[src/rtl/udp_stream_pkg.sv]
// udp_stream_pkg: shared state encoding and limits for the UDP streaming controller
package udp_stream_pkg;
  typedef enum logic [3:0] {
    IDLE, WAIT_DATA, ARP_REQ, ARP_WAIT, TX_REQ, WAIT_RAM_REQ, FILL, WAIT_END, GAP
  } state_t;
  localparam int ARP_MAX_RETRY = 8;
endpackage

[src/rtl/udp_fill_engine.sv]
// udp_fill_engine: reads DATA_LEN FIFO bytes and writes them to the payload RAM one cycle later
module udp_fill_engine #(
  parameter int DATA_LEN = 1024
) (
  input  logic       clk,
  input  logic       rst,
  input  logic       run,
  input  logic [7:0] rdata,
  output logic       rd_en,
  output logic       wr_en,
  output logic [7:0] wr_data,
  output logic       done
);
  localparam int CW = $clog2(DATA_LEN + 1);
  logic [CW-1:0] cnt;
  assign rd_en   = run && cnt < CW'(DATA_LEN);
  assign wr_data = wr_en ? rdata : '0;
  assign done    = wr_en && cnt == CW'(DATA_LEN);
  always_ff @(posedge clk) begin
    if (rst || !run) begin
      cnt   <= '0;
      wr_en <= 1'b0;
    end else begin
      cnt   <= cnt + CW'(rd_en);
      wr_en <= rd_en;
    end
  end
endmodule

[src/rtl/udp_stream_ctrl.sv]
// udp_stream_ctrl: packetises FIFO samples into fixed-length UDP packets with ARP resolve and IPG
module udp_stream_ctrl
  import udp_stream_pkg::*;
#(
  parameter int DATA_LEN       = 1024,
  parameter int CNT_W          = 12,
  parameter int ARP_RETRY_CYC  = 125000000,
  parameter int TX_TIMEOUT_CYC = 1000000,
  parameter int GAP_CYC        = 125
) (
  input  logic             clk,
  input  logic             rst,
  input  logic             enable,
  input  logic [7:0]       sample_fifo_rdata,
  input  logic [CNT_W-1:0] sample_fifo_count,
  output logic             sample_fifo_rd_en,
  input  logic             mac_not_exist,
  output logic             arp_request_req,
  output logic             udp_tx_req,
  input  logic             udp_ram_data_req,
  output logic             ram_wr_en,
  output logic [7:0]       ram_wr_data,
  output logic [15:0]      udp_send_data_length,
  input  logic             mac_send_end,
  output logic             busy,
  output logic [31:0]      pkt_count,
  output logic             err_arp,
  output logic             err_tx_timeout
);
  state_t state, state_n;
  logic [31:0] timer;
  logic [3:0] retry;
  logic fill_done, enough, arp_tmo, tx_tmo, gap_done;
  assign enough   = 32'(sample_fifo_count) >= 32'(DATA_LEN);
  assign arp_tmo  = timer == 32'(ARP_RETRY_CYC - 1);
  assign tx_tmo   = timer == 32'(TX_TIMEOUT_CYC - 1);
  assign gap_done = timer == 32'(GAP_CYC - 1);
  assign udp_send_data_length = 16'(DATA_LEN);
  udp_fill_engine #(.DATA_LEN(DATA_LEN)) u_fill (
    .clk(clk), .rst(rst), .run(state == FILL), .rdata(sample_fifo_rdata),
    .rd_en(sample_fifo_rd_en), .wr_en(ram_wr_en), .wr_data(ram_wr_data), .done(fill_done)
  );
  always_ff @(posedge clk) begin
    if (rst) state <= IDLE;
    else     state <= state_n;
  end
  always_comb begin
    state_n = state;
    case (state)
      IDLE:         state_n = enable ? WAIT_DATA : IDLE;
      WAIT_DATA:    state_n = !enable ? IDLE : mac_not_exist ? ARP_REQ : enough ? TX_REQ : WAIT_DATA;
      ARP_REQ:      state_n = ARP_WAIT;
      ARP_WAIT:     state_n = !mac_not_exist ? WAIT_DATA : arp_tmo ? ARP_REQ : !enable ? IDLE : ARP_WAIT;
      TX_REQ:       state_n = WAIT_RAM_REQ;
      WAIT_RAM_REQ: state_n = udp_ram_data_req ? FILL : tx_tmo ? GAP : WAIT_RAM_REQ;
      FILL:         state_n = fill_done ? WAIT_END : FILL;
      WAIT_END:     state_n = (mac_send_end || tx_tmo) ? GAP : WAIT_END;
      GAP:          state_n = gap_done ? WAIT_DATA : GAP;
      default:      state_n = IDLE;
    endcase
  end
  always_comb begin
    arp_request_req = state == ARP_REQ;
    udp_tx_req      = state == TX_REQ;
    busy            = state != IDLE;
  end
  // retry counter saturates at the limit so retries can continue indefinitely
  always_ff @(posedge clk) begin
    if (rst) begin
      timer          <= '0;
      retry          <= '0;
      pkt_count      <= '0;
      err_arp        <= 1'b0;
      err_tx_timeout <= 1'b0;
    end else begin
      timer <= (state_n != state) ? '0 : timer + 32'(~&timer);
      if (state == ARP_REQ) retry <= retry + 4'(retry != 4'(ARP_MAX_RETRY));
      else if (state == ARP_WAIT && !mac_not_exist) retry <= '0;
      if (state == ARP_REQ && retry == 4'(ARP_MAX_RETRY - 1)) err_arp <= 1'b1;
      if (state == WAIT_END && mac_send_end) pkt_count <= pkt_count + 32'd1;
      if (tx_tmo && ((state == WAIT_RAM_REQ && !udp_ram_data_req) || (state == WAIT_END && !mac_send_end)))
        err_tx_timeout <= 1'b1;
    end
  end
endmodule

[config.mk]
export PLATFORM = sky130hd
export DESIGN_NAME = udp_stream_ctrl
export DESIGN_NICKNAME = d
export VERILOG_FILES = /design/src/rtl/udp_stream_pkg.sv /design/src/rtl/udp_fill_engine.sv /design/src/rtl/udp_stream_ctrl.sv
export SDC_FILE = /design/constraint.sdc
export NUM_CORES = 1
export LEC_CHECK = 0
export ABC_AREA = 0
export CAP_MARGIN = 20
export CORE_MARGIN = 3
export CORE_UTILIZATION = 45
export CTS_BUF_LIST = sky130_fd_sc_hd__clkbuf_4
export DETAILED_ROUTE_END_ITERATION = 8
export GPL_ROUTABILITY_DRIVEN = 0
export HOLD_SLACK_MARGIN = 0.02
export PLACE_DENSITY = 0.71
export SETUP_SLACK_MARGIN = 0.15
export SLEW_MARGIN = 5
export SYNTH_ARGS = -nofsm -noshare
export SYNTH_HDL_FRONTEND = slang
export SYNTH_SLANG_ARGS = --single-unit
export TNS_END_PERCENT = 100
[constraint.sdc]
create_clock -name clk -period 4.3 [get_ports clk]
set_input_delay 0.43 -clock clk [delete_from_list [all_inputs] [get_ports clk]]
set_output_delay 0.43 -clock clk [all_outputs]
set_load 0.1 [all_outputs]
-- Word level (Yosys, flattened, before mapping)
Index checks and enable logic that the tools add are counted.
- input port bits: 26
- register bits: 86
- output and inout bits: 63
- word-level logic and storage cells: 66
- multiplexer cells: 16
- equality and inequality tests: 15
- add/subtract/negate cells: 4
- $lt $le $gt $ge: 2
- reduce and logical (&&, ||, !) cells: 21
- operators with widths (cell ; count):
    $pmux W4 S9 ; 1
    $add A32 B1 Y32 ; 1
    $add A32 B1 Y32 const B ; 1
    $eq A32 B20 Y1 const B ; 1
    $eq A32 B27 Y1 const B ; 1
    $eq A32 B7 Y1 const B ; 1
    $reduce_and A32 Y1 ; 1
    $mux W4 ; 6
    $eq A4 B3 Y1 const B ; 5
    $ge A12 B11 Y1 const B ; 1
    $add A11 B1 Y11 ; 1
    $eq A11 B11 Y1 const B ; 1
    $lt A11 B11 Y1 const B ; 1
    $mux W3 ; 3
    $eq A4 B2 Y1 const B ; 2
    $logic_and A1 B1 Y1 ; 8
    $mux W8 ; 1
    $mux W2 ; 3
    $logic_not A1 Y1 ; 5
    $add A4 B1 Y4 ; 1
    $eq A4 B1 Y1 const B ; 1
    $eq A4 B4 Y1 const B ; 1
    $logic_not A4 Y1 ; 1
    $ne A4 B4 Y1 ; 1
    other kinds (6) ; 9

-- Depth between registers and ports, before layout
Gate-level depths: netlist of the first run.
- depth after elaboration: 7
- depth in mapped cells: 14
- depth with buffers taken out: 12

-- Hierarchy
A second synthesis of the first run with hierarchy kept.
- cell total of the unflattened synthesis: 528
- area, all modules: 4724.5 µm²
- modules (own cells, without submodules) (module ; cells each ; seq. area each (µm²) ; instances ; area each (µm²)):
    udp_stream_ctrl ; 462 ; 1481.4 ; 1 ; 4117.7
    udp_fill_engine ; 66 ; 240.2 ; 1 ; 606.8

-- Worst setup path after synthesis of the first run
No wires, ideal clock.
- path kind: register -> register
- start point: register state[1]
- end point: register u_fill.cnt[10]
- data required time: 4230 ps
- setup slack: 34 ps
- path buffers: 1
- setup time: 70 ps
- period minus slack after synthesis: 4266 ps
- arrival time: 4196 ps
- cell stages (with the launch flop): 10
- path through: dfxtp_1 -> clkbuf_1 -> nand2_1 -> nor3_1 -> ha_1 -> ha_1 -> and2_1 -> nand2_1 -> or3_1 -> a21oi_1
- word-level cells in the longest chain between the ends: 3
- elaborated cells between the ends (all ways): 5
- classes of those cells: add/sub (1); eq/ne (1); reduce/logical (3)
- RTL lines (item ; line ; RTL):
    from (decl) ; udp_stream_ctrl.sv:30 ; state_t state, state_n;
    from (signal assigned) ; udp_stream_ctrl.sv:45 ; else state <= state_n;
    $eq A4 B3 Y1 ; udp_stream_ctrl.sv:40 ; .clk(clk), .rst(rst), .run(state == FILL), .rdata(sample_fifo_rdata),
    $logic_and A1 B1 Y1 ; udp_fill_engine.sv:16 ; assign rd_en = run && cnt < CW'(DATA_LEN);
    net sample_fifo_rd_en ; udp_stream_ctrl.sv:16 ; output logic sample_fifo_rd_en,
    $add A11 B1 Y11 ; udp_fill_engine.sv:24 ; cnt <= cnt + CW'(rd_en);
    to (signal assigned) ; udp_fill_engine.sv:24 ;
    to (decl) ; udp_fill_engine.sv:15 ; logic [CW-1:0] cnt;
The timed path passes the listed nets, and every way through them passes these cells.
A chain may end at the register's enable or synchronous reset.

-- Final worst setup path of the first run
- start point: register state[1]
- end point: output port arp_request_req
- word-level cells in the longest chain between the ends: 1
- RTL lines (item ; line ; RTL):
    $eq A4 B2 Y1 ; udp_stream_ctrl.sv:63 ; arp_request_req = state == ARP_REQ;
    to (decl) ; udp_stream_ctrl.sv:18 ; output logic arp_request_req,
No other way between the ends.

==> impl_metrics.toml, run 1 <==
[layout]
nFillCells = 896
nNetsFinal = 614
final_cells = 714
synthToLayoutAreaGrowth_pct = 16.9
drive_gt1_share_pct = 8.89
utilization_pct = 55.1
final_area_mm2 = 0.00517
antenna_cells = 0

[synth]
synth_async_sr_flop_share_pct = 0
synth_seq_cells = 86
postSynthAreaPerCell_um2 = 8.40
yosysSeqAreaShare_pct = 38.9
yosys_warnings = 0
syn_area_mm2 = 0.00442
synth_cells = 526
synth_cell_types = 52
synth_ff_type = "dfxtp_1"
synth_edf_count = 0

[place]
dp_hpwl_um = 6770
port_buffers = 62
post_dp_cell_area_mm2 = 0.00504
dpl.cell_count = 698

[die]
ios = 89
initial_core_util_pct = 47.2
die_x_um = 105
core_area_mm2 = 0.00937
die_y_um = 105
die_area_mm2 = 0.0110
rows = 35

[routing]
drt-total-wl_um = 9320
drt-met1-wl_um = 4230
num_vias = 3776
avgViaCountPerCell = 5.29
drc = 0
ant_nets = 0
wl_per_cell_um = 13.1
met3_length_um = 422
wl_met2_um = 4560
drt_iter0_markers = 98
top_layer = "met4"
dr.pass1.iters = 4

[global_route]
grt_pass1_vias = 3493
grt_max_degree = 44
antenna_found_initial = 0
track_usage_pct = 17.0
grt_pass1_wl_um = 16000
grt-ovfl-total = 0

[sta]
hold_viol = 0
clock_skew_ns = 0.0239
drv_slew = 0
period_needed_ns = 3.17
tns_ns = 0
fin_crit_sh_pct = 73.8
finalSetupViolations = 0
relSlewSlack_pct = 31.0
worstMarginPinSlew_ns = 1.03
rsz0062_at_grt = "false"
max_freq_ghz = 0.315

[clock_network]
clk_latency_ns = 0.44
cts_setup_buffers = 0
path_clk_slew_ns = 0.14
clock_path_buffers = 2
cts.sinks = 86
numCtsBuffers = 9
hold_buffers = 0
cts_tree = "done"
cts_resized = 0
cts_root_buf = "clkbuf_4"
htreeDepth = 3

[power]
p_sw_w = 0.000435
p_sw_share_pct = 31.1
pwr-share-comb_pct = 12.1
p_int_w = 0.000964
clockPowerShare_pct = 30.0
sequentialPowerShare_pct = 57.9
power.leakage_nw = 1.72
cellPowerDensity_mw_per_mm2 = 271
vdd_drop_max_mv = 0.166

[setup_path]
critical_path_required_ns = 3.87
criticalPathCategory = "reg -> out"
cp_slowest_stage_delay_ns = 1.13
endpoint_kind = "primary output"
crit_family = "buffers and inverters"
path_buf_inv = 2
crit_fanout = 14
worstSetupStartpointType = "flip-flop"
cp_data_arrival_time_ns = 2.74
cpMaxStageDelayCell = "clkdlybuf4s50_1"
cp_cell_sequence = "nand2_1 > nor3_1 > buf_4 > clkdlybuf4s50_1"

[hold_path]
min_path_type = "reg -> reg"

[flow_run]
cap_violations = 0

[outcome]
outcome = "complete, no violations"
[sequential cells by signal, indices dropped and copies added (netlist names)]
name	flops
pkt_count	32
u_fill.wr_en	1
err_tx_timeout	1
retry	4
timer	32
u_fill.cnt	11
err_arp	1
state	4
[cell type report]
| type | count | area [um^2] | share of cell area (%) |
|---|---|---|---|
| clock inverter | 7 | 55.1 | 1.07 |
| inverter | 17 | 63.8 | 1.23 |
| clock buffer | 9 | 67.6 | 1.31 |
| timing repair buffer | 64 | 636 | 12.3 |
| multi-input combinational | 402 | 2460 | 47.7 |
| tap | 129 | 161 | 3.12 |
| sequential | 86 | 1720 | 33.3 |
[cells by family after synthesis]
logic type,share of synthesized area [%]
AND/OR/NAND/NOR,32.3
multiplexers,0.566
adder cells (fa/ha/maj),2.26
other,0.170
AO/OA/AOI/OAI,7.44
flip-flops,38.9
XOR/XNOR,11.7
buffers and inverters,6.65
[final timing paths]
path            startpoint              end  slack, ns  cells past startpoint
min reg2reg  pkt_count[31]    pkt_count[31]       0.50                      2
max               state[1]  arp_request_req       1.13                      4
min          pkt_count[31]    pkt_count[31]       0.50                      2
max reg2reg      timer[16]        timer[20]       1.16                      7
[metrics by stage]
stage | worst slack [ns] | total power [W] | hold WS [ns]
floorplan | 0.518 | 0.000985 | 0.436
global placement | 1.28 | 0.000995 | 0.458
detailed placement | 1.23 | 0.000997 | 0.481
CTS | 1.12 | 0.00141 | 0.507
global route | 0.891 | 0.00146 | 0.540
finish | 1.13 | 0.00140 | 0.500
[layer usage]
layer / global-route usage (%) / vias to the layer above
met5: 0 / -
met4: 5.44 / 0
met1: 21.2 / 1783
met3: 3.34 / 11
met2: 29.4 / 84
li1: - / 1898
[worst reg2reg max path, cell delays in order, from the launching register on]
cell      delay [ns]
dfxtp_1         0.52
nand4_1         0.25
or4_1           0.58
o31a_1          0.29
a211oi_1        0.36
xnor2_1         0.22
nand4_4         0.56
nor2_1          0.27
[power by group through the flow]
stage	Sequential (W)	Clock, W	Combinational [W]
floorplan	0.000823	0	0.000162
global placement	0.000828	0	0.000167
detailed placement	0.000828	0	0.000169
CTS	0.000811	0.000434	0.000169
global route	0.000812	0.000465	0.000179
finish	0.000811	0.000420	0.000169
[cells in the final DEF (no fill, tap or decap), types with 16 or more instances in the layout]
master and count:
a21oi_1 22, clkdlybuf4s50_1 62, conb_1 16, dfxtp_1 86
inv_1 17, nand2_1 32, nand3_1 28, nand4_1 21
nor2_1 64, nor2_2 21, o21ai_0 18, xnor2_1 23
xor2_1 36
[cell usage after synthesis (all sizes together), types with 16 or more instances]
| library cell | n | share of area, % |
|---|---|---|
| o21ai | 18 | 2.0 |
| dfxtp | 86 | 39 |
| xnor2 | 23 | 4.6 |
| nand3 | 28 | 3.2 |
| buf | 23 | 4.1 |
| xor2 | 36 | 7.1 |
| or3 | 16 | 2.4 |
| a21oi | 22 | 2.5 |
| nand4 | 22 | 3.5 |
| nor2 | 85 | 8.4 |
| nand2 | 32 | 2.7 |
| inv | 17 | 1.4 |
Power figures use the tool's default switching activity.
==> run 2, diff against run 1 <==
- PLACE_DENSITY: 0.71 -> 0.74
- clock period: 4.3 -> 2.7 ns (I/O delays scaled with it)
==> impl_metrics.toml, run 2 (synthesis gave the netlist of run 1 again) <==
[clock_network]
numCtsBuffers = 9
htreeDepth = 3
cts_tree = "done"
cts_root_buf = "clkbuf_4"
cts.sinks = 86
hold_buffers = 0
path_clk_slew_ns = 0.15
clk_latency_ns = 0.43
clock_path_buffers = 2

[place]
port_buffers = 62
place_ws_ns = 0.0378
dp_hpwl_um = 7320

[sta]
period_needed_ns = 2.63
tns_ns = 0
max_freq_ghz = 0.381
fin_crit_sh_pct = 97.3
rsz0062_at_grt = "true"
clock_skew_ns = 0.0245
hold_viol = 0
fin_hold_ws_ns = 0.498
setup_slack_ns = 0.0739
worstMarginPinSlew_ns = 0.577
relSlewSlack_pct = 61.4
finalSetupViolations = 0
drv_slew = 0

[die]
core_area_mm2 = 0.00937
ios = 89
initial_core_util_pct = 47.2
die_area_mm2 = 0.0110
rows = 35
die_y_um = 105
die_x_um = 105

[global_route]
track_usage_pct = 18.0
grt.busiest_layer = "met2"
antenna_found_initial = 0
met3_usage_pct = 4.26
grt-ovfl-total = 0
gr-usage-met1_pct = 22.1
grt_use_met2_pct = 31.3
grt_max_degree = 39
grt_pass1_wl_um = 16700
grt_pass1_vias = 3675

[hold_path]
min_path_type = "reg -> reg"
hold_start = "pkt_count[20]"
whs_path_depth = 2

[routing]
ant_nets = 0
drt-total-wl_um = 9880
dr.pass1.iters = 4
drt_iter0_markers = 175
drc = 0
wl_per_cell_um = 13.2
num_vias = 3912
avgViaCountPerCell = 5.21

[flow_run]
cap_violations = 0

[layout]
synthToLayoutAreaGrowth_pct = 25.8
nFillCells = 848
final_common_cell = "buf_4"
largestRegisters = "pkt_count (32), timer (32), u_fill.cnt (11)"
layout_common_cells = "83 x buf_4, 65 x dfxtp_1, 64 x nor2_1"
drive_gt1_share_pct = 27.8
antenna_cells = 0
nNetsFinal = 651
utilization_pct = 59.3

[setup_path]
reg2reg_depth = 8
endpoint_kind = "flip-flop"
worstSetupStartpointType = "flip-flop"
critical_path_required_ns = 3.03
criticalPathCategory = "reg -> reg"
setup.worst_path.start = "timer[6]"
crit_fanout = 8
reg2reg_from = "timer[6]"
cp_data_arrival_time_ns = 2.95

[power]
cellPowerDensity_mw_per_mm2 = 425
power.leakage_nw = 2.04
vdd_drop_max_mv = 0.298
finalPower_w = 0.00236

[outcome]
outcome = "complete, no violations"
[run 2: cell types whose count changed in the layout (fill, tap and decap cells not counted), sizes merged]
| cell | delta |
|---|---|
| buf | +84 |
| bufinv | +1 |
| clkdlybuf4s50 | -47 |
| clkinv | -1 |
[run 2: final timing paths]
path / endpoint / slack [ns]
setup / recovery: timer[13] / 0.07
hold / removal: pkt_count[20] / 0.50
setup reg to reg: timer[13] / 0.07
hold reg to reg: pkt_count[20] / 0.50
[run 2: routing by layer]
metal	share of wire [%]	vias to the layer above
li1	-	1966
met5	0	-
met4	1.2	0
met2	49	82
met1	45	1854
met3	5.1	10
[run 2: cell type report]
type	instances	area, um^2	share of cell area, %
multi-input combinational	402	2590	46.7
sequential	86	1760	31.7
timing repair buffer	101	833	15.0
tap	129	161	2.90
clock inverter	7	80.1	1.44
clock buffer	9	67.6	1.21
inverter	17	63.8	1.15
[run 2: through the flow]
stage	cells	instance area (um^2)
6_report	751	5560
2_1_floorplan	540	4570
3_3_place_gp	731	5290
4_1_cts	748	5470
5_1_grt	751	5560
3_5_place_dp	731	5290
[run 2: critical path, cell delays in order, from the launching register on]
cell and delay, ns:
dfxtp_2 0.35, or3b_4 0.39, or3_4 0.34, or4_4 0.47, a211oi_4 0.26, mux2_4 0.33
nand4_4 0.17, buf_12 0.17, nor2_4 0.03
[run 2: power breakdown]
part           switching, W  internal (W)  leakage (nW)
sequential        0.0000115       0.00127         0.705
combinational      0.000228     0.0000897          1.27
clock              0.000470      0.000293        0.0735
[run 2: what timing repair did]
action,4_1_cts,5_1_grt
pin swaps,8,2
resized for setup,6,17
setup endpoints to repair,31,36
setup buffers,1,3
==> run 3, diff against run 2 <==
- CORE_MARGIN: 3 -> unset
- RECOVER_POWER: unset -> 50
==> impl_metrics.toml, run 3 (synthesis gave the netlist of run 1 again) <==
[global_route]
grt-ovfl-total = 0
grt_pass1_wl_um = 16500
antenna_found_initial = 0
grt_pass1_vias = 3630
track_usage_pct = 20.2
grt_max_degree = 41

[setup_path]
critical_path_required_ns = 3.04
crit_fanout = 13
setup.worst_path.start = "timer[6]"
cp_cell_sequence = "or3b_1 > or3_4 > or4_4 > a211oi_4 > mux2_4 > nand4_4 > buf_12 > nor2_1"
worstSetupStartpointType = "flip-flop"
reg2reg_from = "timer[6]"
crit_family = "simple AND/OR/NAND/NOR gates"
criticalPathCategory = "reg -> reg"
cp_data_arrival_time_ns = 2.99
path_buf_inv = 1
endpoint_kind = "flip-flop"
cpMaxStageDelayCell = "or4_4"
cp_slowest_stage_delay_ns = 0.47

[die]
die_y_um = 101
die_area_mm2 = 0.0102
die_x_um = 101
ios = 89
rows = 35
initial_core_util_pct = 47.2
core_area_mm2 = 0.00937

[clock_network]
clock_path_buffers = 2
cts.sinks = 86
cts_tree = "done"
numCtsBuffers = 9
hold_buffers = 0
clk_latency_ns = 0.44
path_clk_slew_ns = 0.15
cts_root_buf = "clkbuf_4"
htreeDepth = 3

[place]
dpl.cell_count = 735
dp_hpwl_um = 7410
port_buffers = 62

[flow_run]
cap_violations = 0

[sta]
worstMarginPinSlew_ns = 1.19
drv_slew = 0
hold_viol = 0
period_needed_ns = 2.65
finalSetupViolations = 0
fin_crit_sh_pct = 98.1
relSlewSlack_pct = 20.9
rsz0062_at_grt = "true"
max_freq_ghz = 0.378
clock_skew_ns = 0.0211
fin_hold_ws_ns = 0.506

[layout]
final_cells = 759
largestRegisters = "pkt_count (32), timer (32), u_fill.cnt (11)"
antenna_cells = 0
final_common_cell = "dfxtp_1"
synthToLayoutAreaGrowth_pct = 24.9
nFillCells = 875
drive_gt1_share_pct = 22.5
nNetsFinal = 659
layout_common_cells = "67 x dfxtp_1, 57 x nor2_1, 45 x clkbuf_1"

[routing]
avgViaCountPerCell = 5.32
wl_per_cell_um = 13.8
drc = 0
dr.pass1.iters = 4
drt_iter0_markers = 108
ant_nets = 0
drt-total-wl_um = 10500
num_vias = 4036

[power]
cellPowerDensity_mw_per_mm2 = 447
vdd_drop_max_mv = 0.337
power.leakage_nw = 1.94

[outcome]
outcome = "complete, no violations"

[hold_path]
hold_start = "pkt_count[9]"
min_path_type = "reg -> reg"
run 3: per-layer routing:
layer	vias up	track usage (%)	wire [um]
li1	1990	-	-
met1	1932	24.4	4530
met2	95	35.2	5230
met3	19	4.23	492
met4	0	7.92	204
met5	-	0	0
run 3: report_power, final:
part | internal (W) | switching, W | total, W
registers | 0.00127 | 0.0000105 | 0.00128
clock network | 0.000387 | 0.000472 | 0.000859
logic | 0.0000910 | 0.000236 | 0.000327
run 3: final timing paths:
path / slack, ns / to / cells after the start
setup reg to reg: 0.05 / timer[28] / 8
hold reg to reg: 0.51 / pkt_count[9] / 2
hold / removal: 0.51 / pkt_count[9] / 2
setup / recovery: 0.05 / timer[28] / 8
run 3: repair_timing:
| action | 4_1_cts | 5_1_grt |
|---|---|---|
| resized for setup | 9 | 33 |
| setup buffers | 3 | 5 |
| pin swaps | 4 | 7 |
| gates cloned | 0 | 0 |
| endpoints found under the setup margin | 31 | 37 |
run 3: cell type report:
cell class | instances | area, um^2 | area share (%)
repair buffers | 109 | 721 | 13.1
flip-flops and latches | 86 | 1760 | 31.8
inverters | 17 | 63.8 | 1.16
clock buffers | 9 | 67.6 | 1.22
well taps | 129 | 161 | 2.92
clock inverters | 7 | 103 | 1.86
multi-input cells | 402 | 2650 | 47.9
run 3: metrics by stage:
step | TNS, ns | total power, W | area [um^2] | worst slack, ns | util [%]
5_1_grt | -0.0330 | 0.00256 | 5520 | -0.0330 | 58.9
3_5_place_dp | -0.107 | 0.00161 | 5310 | -0.0152 | 56.6
4_1_cts | 0 | 0.00248 | 5540 | 0.0667 | 59.1
3_3_place_gp | 0 | 0.00161 | 5310 | 0.00850 | 56.6
6_report | 0 | 0.00247 | 5520 | 0.0512 | 58.9
2_1_floorplan | 0 | 0.00157 | 4570 | 0.0185 | -
run 3: tightest hold or removal path: stages, from the launching register on:
cell	delay, ns
dfxtp_2	0.36
o21ai_0	0.07
a21oi_1	0.06
